<file path="src/rtl/seq_divider_4_if.sv">
// Request/response bundle for the sequential divider: valid/ready request carrying
// the operands, valid/ready response carrying quotient, remainder and divide-by-zero flag.
interface seq_divider_4_if #(parameter int WIDTH = 4);
    logic             in_valid;
    logic             in_ready;
    logic [WIDTH-1:0] dividend;
    logic [WIDTH-1:0] divisor;
    logic             out_valid;
    logic             out_ready;
    logic [WIDTH-1:0] quotient;
    logic [WIDTH-1:0] remainder;
    logic             div_by_zero;

    modport master (
        output in_valid, dividend, divisor, out_ready,
        input  in_ready, out_valid, quotient, remainder, div_by_zero
    );

    modport slave (
        input  in_valid, dividend, divisor, out_ready,
        output in_ready, out_valid, quotient, remainder, div_by_zero
    );
endinterface

</file>
<file path="src/rtl/seq_divider_4.sv">
// Multi-cycle restoring unsigned divider: one trial subtraction per cycle through a
// lookahead-carry adder (A + ~B + 1), WIDTH iterations per non-zero-divisor request.
module seq_divider_4 #(
    parameter int WIDTH = 4
) (
    input  logic           clk,
    input  logic           rst_n,
    seq_divider_4_if.slave bus
);
    localparam int CW = $clog2(WIDTH + 1);

    localparam logic [1:0] ST_IDLE = 2'd0;
    localparam logic [1:0] ST_BUSY = 2'd1;
    localparam logic [1:0] ST_DONE = 2'd2;

    logic [1:0]       state_q, state_d;
    logic [WIDTH-1:0] q_q, q_d;
    logic [WIDTH-1:0] r_q, r_d;
    logic [WIDTH-1:0] d_q, d_d;
    logic [CW-1:0]    cnt_q, cnt_d;
    logic [WIDTH-1:0] quot_q, quot_d;
    logic [WIDTH-1:0] rem_q, rem_d;
    logic             dbz_q, dbz_d;

    logic [WIDTH:0]   r_sh_s;
    logic [WIDTH:0]   trial_s;
    logic [WIDTH-1:0] q_sh_s;
    logic [WIDTH-1:0] r_new_s;

    function automatic logic [WIDTH:0] cla_add(
        input logic [WIDTH:0] a,
        input logic [WIDTH:0] b,
        input logic           cin
    );
        logic [WIDTH:0] g;
        logic [WIDTH:0] p;
        logic [WIDTH:0] c;
        g    = a & b;
        p    = a ^ b;
        c    = {(WIDTH + 1){1'b0}};
        c[0] = cin;
        for (int i = 0; i < WIDTH; i++) begin
            c[i+1] = g[i] | (p[i] & c[i]);
        end
        return p ^ c;
    endfunction

    // The shifted remainder keeps the bit leaving R so large divisors cannot overflow.
    assign r_sh_s  = {r_q, q_q[WIDTH-1]};
    assign trial_s = cla_add(r_sh_s, ~{1'b0, d_q}, 1'b1);
    assign q_sh_s  = {q_q[WIDTH-2:0], ~trial_s[WIDTH]};
    assign r_new_s = trial_s[WIDTH] ? r_sh_s[WIDTH-1:0] : trial_s[WIDTH-1:0];

    assign bus.in_ready    = (state_q == ST_IDLE);
    assign bus.out_valid   = (state_q == ST_DONE);
    assign bus.quotient    = quot_q;
    assign bus.remainder   = rem_q;
    assign bus.div_by_zero = dbz_q;

    // Next-state and datapath update for the IDLE/BUSY/DONE sequence.
    always_comb begin
        state_d = state_q;
        q_d     = q_q;
        r_d     = r_q;
        d_d     = d_q;
        cnt_d   = cnt_q;
        quot_d  = quot_q;
        rem_d   = rem_q;
        dbz_d   = dbz_q;
        case (state_q)
            ST_IDLE: begin
                if (bus.in_valid) begin
                    if (bus.divisor == {WIDTH{1'b0}}) begin
                        quot_d  = {WIDTH{1'b1}};
                        rem_d   = bus.dividend;
                        dbz_d   = 1'b1;
                        state_d = ST_DONE;
                    end else begin
                        q_d     = bus.dividend;
                        r_d     = {WIDTH{1'b0}};
                        d_d     = bus.divisor;
                        cnt_d   = CW'(WIDTH);
                        state_d = ST_BUSY;
                    end
                end else begin
                    state_d = ST_IDLE;
                end
            end
            ST_BUSY: begin
                q_d   = q_sh_s;
                r_d   = r_new_s;
                cnt_d = cnt_q - CW'(1);
                if (cnt_q == CW'(1)) begin
                    quot_d  = q_sh_s;
                    rem_d   = r_new_s;
                    dbz_d   = 1'b0;
                    state_d = ST_DONE;
                end else begin
                    state_d = ST_BUSY;
                end
            end
            ST_DONE: begin
                if (bus.out_ready) begin
                    state_d = ST_IDLE;
                end else begin
                    state_d = ST_DONE;
                end
            end
            default: begin
                state_d = ST_IDLE;
            end
        endcase
    end

    // State and datapath registers with synchronous active-low reset.
    always_ff @(posedge clk) begin
        if (!rst_n) begin
            state_q <= ST_IDLE;
            q_q     <= {WIDTH{1'b0}};
            r_q     <= {WIDTH{1'b0}};
            d_q     <= {WIDTH{1'b0}};
            cnt_q   <= {CW{1'b0}};
            quot_q  <= {WIDTH{1'b0}};
            rem_q   <= {WIDTH{1'b0}};
            dbz_q   <= 1'b0;
        end else begin
            state_q <= state_d;
            q_q     <= q_d;
            r_q     <= r_d;
            d_q     <= d_d;
            cnt_q   <= cnt_d;
            quot_q  <= quot_d;
            rem_q   <= rem_d;
            dbz_q   <= dbz_d;
        end
    end
endmodule

</file>
<file path="src/flat_wrapper.sv">
// flat-port wrapper written by rule: the top's interface ports become plain ports
module seq_divider_4_flat 
#(
    parameter int WIDTH = 4
)
  (clk, rst_n, bus_in_valid, bus_dividend, bus_divisor, bus_out_ready, bus_in_ready, bus_out_valid, bus_quotient, bus_remainder, bus_div_by_zero);
  seq_divider_4_if #(.WIDTH(WIDTH)) bus_i ();
  input  logic clk;
  input  logic rst_n;
  input wire logic [$bits(bus_i.in_valid)-1:0] bus_in_valid;
  input wire logic [$bits(bus_i.dividend)-1:0] bus_dividend;
  input wire logic [$bits(bus_i.divisor)-1:0] bus_divisor;
  input wire logic [$bits(bus_i.out_ready)-1:0] bus_out_ready;
  output wire logic [$bits(bus_i.in_ready)-1:0] bus_in_ready;
  output wire logic [$bits(bus_i.out_valid)-1:0] bus_out_valid;
  output wire logic [$bits(bus_i.quotient)-1:0] bus_quotient;
  output wire logic [$bits(bus_i.remainder)-1:0] bus_remainder;
  output wire logic [$bits(bus_i.div_by_zero)-1:0] bus_div_by_zero;
  assign bus_i.in_valid = bus_in_valid;
  assign bus_i.dividend = bus_dividend;
  assign bus_i.divisor = bus_divisor;
  assign bus_i.out_ready = bus_out_ready;
  assign bus_in_ready = bus_i.in_ready;
  assign bus_out_valid = bus_i.out_valid;
  assign bus_quotient = bus_i.quotient;
  assign bus_remainder = bus_i.remainder;
  assign bus_div_by_zero = bus_i.div_by_zero;
  seq_divider_4 #(.WIDTH(WIDTH)) u_core (.clk(clk), .rst_n(rst_n), .bus(bus_i));
endmodule
</file>
<file path="config.mk">
export PLATFORM = sky130hd
export DESIGN_NAME = seq_divider_4_flat
export DESIGN_NICKNAME = d
export VERILOG_FILES = /design/src/rtl/seq_divider_4_if.sv /design/src/rtl/seq_divider_4.sv /design/src/flat_wrapper.sv
export SDC_FILE = /design/constraint.sdc
export NUM_CORES = 1
export LEC_CHECK = 0
export BUFFER_PORTS_ARGS = -buffer_cell sky130_fd_sc_hd__buf_2
export CAP_MARGIN = 10
export CELL_PAD_IN_SITES_DETAIL_PLACEMENT = 1
export CELL_PAD_IN_SITES_GLOBAL_PLACEMENT = 2
export CORE_MARGIN = 2
export CORE_UTILIZATION = 29
export DETAILED_ROUTE_END_ITERATION = 8
export GPL_TIMING_DRIVEN = 0
export PLACE_DENSITY = 0.83
export SYNTH_ARGS = -nofsm -noshare
export SYNTH_HDL_FRONTEND = slang
export SYNTH_SLANG_ARGS = --single-unit
</file>
<file path="constraint.sdc">
create_clock -name clk -period 2.8 [get_ports clk]
set_clock_uncertainty 0.15 [all_clocks]
set_input_delay 0.14 -clock clk [delete_from_list [all_inputs] [get_ports clk]]
set_output_delay 0.14 -clock clk [all_outputs]
set_load 0.01 [all_outputs]
</file>
=== Word level (Yosys, flattened, before mapping) ===
Index checks and enable logic that the tools add are counted.

* Output and inout port bits: 11
* Bits of input ports: 12
* Register bits: 26
* Word-level logic and storage cells: 62

* Add/sub/neg operators: 1
* Eq/ne operators: 7
* Muxes and demuxes: 27
* Bitwise logic cells: 13
* Reduce and logical (&&, ||, !) cells: 6

{| class="wikitable"
|+ Operator list
! cell !! number
|-
| $mux 4 || 11
|-
| $pmux 4 s2 || 4
|-
| $xor 5x5->5 || 2
|-
| $mux 2 || 4
|-
| $mux 3 || 2
|-
| $pmux 2 s3 || 1
|-
| $pmux 3 s2 || 1
|-
| $reduce_and 3->1 || 2
|-
| $not 4->5 || 1
|-
| $and 4x4->4 || 1
|-
| $logic_not 4->1 || 1
|-
| $ne 2x1->1 const B || 2
|-
| $ne 2x2->1 const B || 2
|-
| $or 1x1->1 || 4
|-
| $reduce_and 4->1 || 1
|-
| $and 1x1->1 || 3
|-
| $eq 3x1->1 const B || 1
|-
| $mux 1 || 3
|-
| $sub 3x1->3 const B || 1
|-
| $eq 2x1->1 const B || 1
|-
| $eq 2x2->1 const B || 1
|-
| $logic_not 2->1 || 1
|-
| $not 1->1 || 2
|-
| $pmux 1 s2 || 1
|-
| $reduce_bool 2->1 || 1
|}

=== Logic depth before layout (Yosys ltp) ===
* Depth after elaboration: 13
* Gate-level depth with buffers: 11
* Depth with buffers taken out: 11

=== Worst setup path before layout ===
OpenSTA, ideal clock, no wires.

* Kind: reg-to-reg
* From: register u_core.q_q[3]
* To: register u_core.rem_q[1] (netlist: u_core.bus.remainder[1])
* Arrival: 2.422 ns
* Library setup time: 0.070 ns
* Stages on the path, launching flop included: 12
* Period minus slack after synthesis: 2.642 ns
* Slack: 0.158 ns
* Path through: dfxtp_1 inv_1 ha_1 inv_1 fa_1 inv_1 fa_1 fa_1 xnor2_1 mux2i_1 a21oi_1 a21oi_1

* Cells in the longest elaborated chain, start to end: 12
* Elaborated cells between the ends (all ways): 13
* Classes of those cells: 3 x mux; 10 x bitwise

{| class="wikitable"
|+ Ends and longest elaborated chain
! element !! RTL line !! text
|-
| from (decl) || seq_divider_4.sv:17 || <nowiki>logic [WIDTH-1:0] q_q, q_d;</nowiki>
|-
| from (signal assigned) || seq_divider_4.sv:119 || <nowiki>q_q <= {WIDTH{1'b0}};</nowiki>
|-
| from (signal assigned) || seq_divider_4.sv:128 || <nowiki>q_q <= q_d;</nowiki>
|-
| $and 4x4->4 / $xor 5x5->5 (equally long branches) || seq_divider_4.sv:38, seq_divider_4.sv:39 ||
|-
| $or 1x1->1 (*) || seq_divider_4.sv:43 || <nowiki>c[i+1] = g[i] | (p[i] & c[i]);</nowiki>
|-
| $and 1x1->1 || seq_divider_4.sv:43 ||
|-
| $or 1x1->1 || seq_divider_4.sv:43 ||
|-
| $and 1x1->1 || seq_divider_4.sv:43 ||
|-
| $or 1x1->1 || seq_divider_4.sv:43 ||
|-
| $and 1x1->1 || seq_divider_4.sv:43 ||
|-
| $or 1x1->1 || seq_divider_4.sv:43 ||
|-
| $xor 5x5->5 (*) || seq_divider_4.sv:45 || <nowiki>return p ^ c;</nowiki>
|-
| $mux 4 (*) || seq_divider_4.sv:52 || <nowiki>assign r_new_s = trial_s[WIDTH] ? r_sh_s[WIDTH-1:0] : trial_s[WIDTH-1:0];</nowiki>
|-
| $mux 4 (*) || seq_divider_4.sv:93 || <nowiki>if (cnt_q == CW'(1)) begin</nowiki>
|-
| $pmux 4 s2 (*) || seq_divider_4.sv:70 || <nowiki>case (state_q)</nowiki>
|-
| to (signal assigned) || seq_divider_4.sv:124 || <nowiki>rem_q <= {WIDTH{1'b0}};</nowiki>
|-
| to (signal assigned) || seq_divider_4.sv:133 || <nowiki>rem_q <= rem_d;</nowiki>
|-
| to (decl) || seq_divider_4.sv:22 || <nowiki>logic [WIDTH-1:0] rem_q, rem_d;</nowiki>
|}

Mark *: on every way between the ends. The rest lies on a longest branch, timed or not. The select of a mux whose other input is x is not followed.
A chain may end at the register's enable or synchronous reset.

=== Final worst setup path ===
* From: register u_core.q_q[3]
* To: register u_core.r_q[1]

* Cells in the longest elaborated chain, start to end: 11
* Elaborated cells between the ends (all ways): 12
* Classes of those cells: 2 x mux; 10 x bitwise

{| class="wikitable"
|+ Ends and longest elaborated chain
! element !! RTL line !! text
|-
| $and 4x4->4 / $xor 5x5->5 (equally long branches) || seq_divider_4.sv:38, seq_divider_4.sv:39 ||
|-
| $or 1x1->1 (*) || seq_divider_4.sv:43 ||
|-
| $and 1x1->1 || seq_divider_4.sv:43 ||
|-
| $or 1x1->1 || seq_divider_4.sv:43 ||
|-
| $and 1x1->1 || seq_divider_4.sv:43 ||
|-
| $or 1x1->1 || seq_divider_4.sv:43 ||
|-
| $and 1x1->1 || seq_divider_4.sv:43 ||
|-
| $or 1x1->1 || seq_divider_4.sv:43 ||
|-
| $xor 5x5->5 (*) || seq_divider_4.sv:45 ||
|-
| $mux 4 (*) || seq_divider_4.sv:52 ||
|-
| $pmux 4 s2 (*) || seq_divider_4.sv:70 ||
|-
| to (signal assigned) || seq_divider_4.sv:120 || <nowiki>r_q <= {WIDTH{1'b0}};</nowiki>
|-
| to (signal assigned) || seq_divider_4.sv:129 || <nowiki>r_q <= r_d;</nowiki>
|-
| to (decl) || seq_divider_4.sv:18 || <nowiki>logic [WIDTH-1:0] r_q, r_d;</nowiki>
|}

Mark *: on every way between the ends. The rest lies on a longest branch, timed or not.

==> results_dict.tcl <==
set metrics [dict create \
    status "finished, final reports clean" \
    synth_cells 133 \
    place.detailed.instances 205 \
    die_h_um 68.8 \
    io_buffers 22 \
    stdcell_area_um2 1550 \
    syn_nets 151 \
    fin_crit_sh_pct 92.3 \
    crit_top_cell "inv_1" \
    firstDrtPassIters 4 \
    start_util_pct 30.2 \
    wire_per_inst_um 14.9 \
    path_class "register to register" \
    ys_seq_elements 26 \
    final_nets 185 \
    drv_slew 0 \
    crit_path_start_kind "register" \
    holdCritPathClass "input pin to register" \
    grt_pass1_wl_mm 5.30 \
    drt_iter0_markers 18 \
    drv_cap 0 \
    cts_buffers 3 \
    worstPathArrival_ps 2660 \
    path_buf_inv 4 \
    ys_warn_count 0 \
    setup.worst_path.end_class "register" \
    ys_types 33 \
    fmax_mhz 387 \
    grt_pass1_vias 1153 \
    p_leak_nw 0.665 \
    rows 23 \
    dp_hpwl_mm 2.48 \
    grt_max_degree 16 \
    grt-ovfl-total 0 \
    diodes 0 \
    ir_drop_uv 277 \
    min_period_ps 2580 \
    syn_area_um2 1220 \
    clockRootBuffer "clkbuf_8" \
    drive_gt1_share_pct 24.7 \
    drcViolationCount 0 \
    setup_viol_count_final 0 \
    grt_use_total_pct 15.4 \
    avgSynthCellArea_um2 9.16 \
    finalPower_mw 0.975 \
    worst_pin_slew_ps 505 \
    die_area_um2 4740 \
    cts_buffer_depth 2 \
    finalSetupTns_ps 0 \
    maxSlewHeadroom_pct 65.9 \
    drt_wl_total_mm 3.22 \
    num_io_pins 23 \
    cts.sinks 26 \
    instances_no_fill 216 \
    viasPerCell 4.90 \
    cts_tree "built" \
    slowest_stage "fa_2" \
    max_stage_delay_ps 410 \
    crit_path_max_fanout 4 \
    area_growth_pct 27.5 \
    cp.required_ps 2870 \
    clk_latency_ps 270 \
    antenna_found_initial 0 \
    clkSlewWorstSetupHoldPaths_ps 90 \
    die_width_um 68.8 \
    cp_top_family "adder cells" \
    core_area_um2 4030 \
    synth_sequential_area_ratio_pct 42.7 \
    num_vias 1059 \
    hold_viol 0 \
    p_per_area_nw_per_um2 627 \
    cp_cell_sequence "inv_1, ha_1, inv_1, fa_1, inv_1, fa_2, fa_2, xnor2_4, mux2i_2, buf_4, o21a_1" \
    holdWs_ps 4.34 \
    cts_max_level 1 \
    placed_area_um2 1390 \
    ant_nets 0 \
    rsz0062_at_grt "false" \
    gp_congestion 0.720 \
]
-- cell usage in the layout, fill, tap and decap left out, drive strengths merged, types with 3 or more instances in the layout --
| cell | n |
|---|---|
| o21ai | 6 |
| o221a | 3 |
| a21oi | 7 |
| clkbuf | 8 |
| o22ai | 3 |
| a31oi | 3 |
| o211ai | 3 |
| nand2 | 16 |
| a311oi | 4 |
| dfxtp | 26 |
| inv | 11 |
| nor2 | 13 |
| dlygate4sd3 | 4 |
| buf | 27 |
| ha | 3 |
| nor2b | 3 |
| fa | 3 |
| mux2i | 5 |
-- synthesized netlist by cell type --
library cell	n	area (um^2)
o21a_1	1	7.51
nor2b_1	3	18.8
fa_1	3	60.1
o21ai_0	3	15.0
a211oi_1	1	7.51
inv_1	11	41.3
o41ai_4	1	27.5
nor2_1	13	48.8
clkbuf_1	5	18.8
or4_4	1	11.3
buf_6	1	11.3
nand2_1	16	60.1
nand3b_1	2	15.0
o21ai_1	3	15.0
o41ai_1	1	8.76
nand3_1	1	5.00
a21oi_1	7	35.0
o221a_2	3	33.8
dfxtp_1	26	521
nor3_1	2	10.0
a31oi_1	3	18.8
o211ai_1	3	22.5
nand2b_1	2	12.5
mux2i_1	5	50.1
o211a_1	1	10.0
o22ai_1	3	18.8
xor2_1	1	8.76
nand4bb_1	1	11.3
buf_2	1	5.00
xnor2_1	1	8.76
ha_1	3	37.5
a311oi_1	4	35.0
o32ai_1	1	8.76
-- timing repair --
item	4_1_cts	5_1_grt
endpoints found under the hold margin	4	0
resized for setup	3	3
cloned	0	0
pin swaps	1	2
hold buffers	4	0
setup endpoints to repair	10	9
buffers inserted	2	1
-- path summary, 6_finish.rpt --
path / from / endpoint / slack [ps] / cells after the start
worst max register to register: u_core.q_q[3] / u_core.r_q[1] / 220 / 11
worst min-delay path: bus_divisor[2] / u_core.d_q[2] / 4 / 3
worst max-delay path: u_core.q_q[3] / u_core.r_q[1] / 220 / 11
worst min register to register: u_core.cnt_q[1] / u_core.cnt_q[1] / 330 / 2
-- final cells by class --
class | instances | area [um^2]
Fill cell | 495 | 2470
Multi-Input combinational cell | 89 | 649
Sequential cell | 26 | 522
Timing Repair Buffer | 29 | 173
Tap cell | 50 | 62.6
Clock buffer | 3 | 41.3
Inverter | 11 | 41.3
Buffer | 7 | 35.0
Clock inverter | 1 | 30.0
-- logic make-up (layout without fill, tap and decap cells) --
group	after synthesis	in the layout	share of synthesized area, %
compound gates	35	35	21.7
xor+xnor	2	2	1.44
fa+ha+maj	6	6	8.01
buf+inv	18	51	6.26
flops	26	26	42.7
mux	5	5	4.11
simple gates	41	41	15.8
-- per-stage QoR --
step	setup slack [ps]	util [%]
floorplan	158	-
global placement	-215	34.5
detailed placement	-329	34.5
CTS	17.8	38.2
global route	46.1	38.6
finish	216	38.6
-- report_power, final --
part           leakage [nW]  internal (mW)  switching, mW
clock                0.0357          0.191          0.120
combinational         0.416          0.107          0.128
sequential            0.213          0.402         0.0258
total                 0.665          0.701          0.274
-- tightest hold or removal path, stage by stage --
cell     delay (ps)
buf_2           110
mux2i_1          60
nor2_1           80
-- per-layer routing --
metal / track usage [%] / wire length, um / share of wire, % / vias to the layer above
li1: - / - / - / 534
met5: 0 / 0 / 0 / -
met2: 27.8 / 1700 / 53 / 11
met1: 17.9 / 1410 / 44 / 510
met3: 2.60 / 70 / 2.2 / 4
met4: 6.37 / 36 / 1.1 / 0
-- state kept, by name, indices dropped and copies added (netlist names) --
signal	count
u_core.bus.quotient	4
u_core.bus.remainder	4
u_core.d_q	4
u_core.q_q	4
u_core.r_q	4
u_core.cnt_q	3
u_core.state_q	2
u_core.bus.div_by_zero	1
No activity file was read; power rests on OpenSTA's default activity.
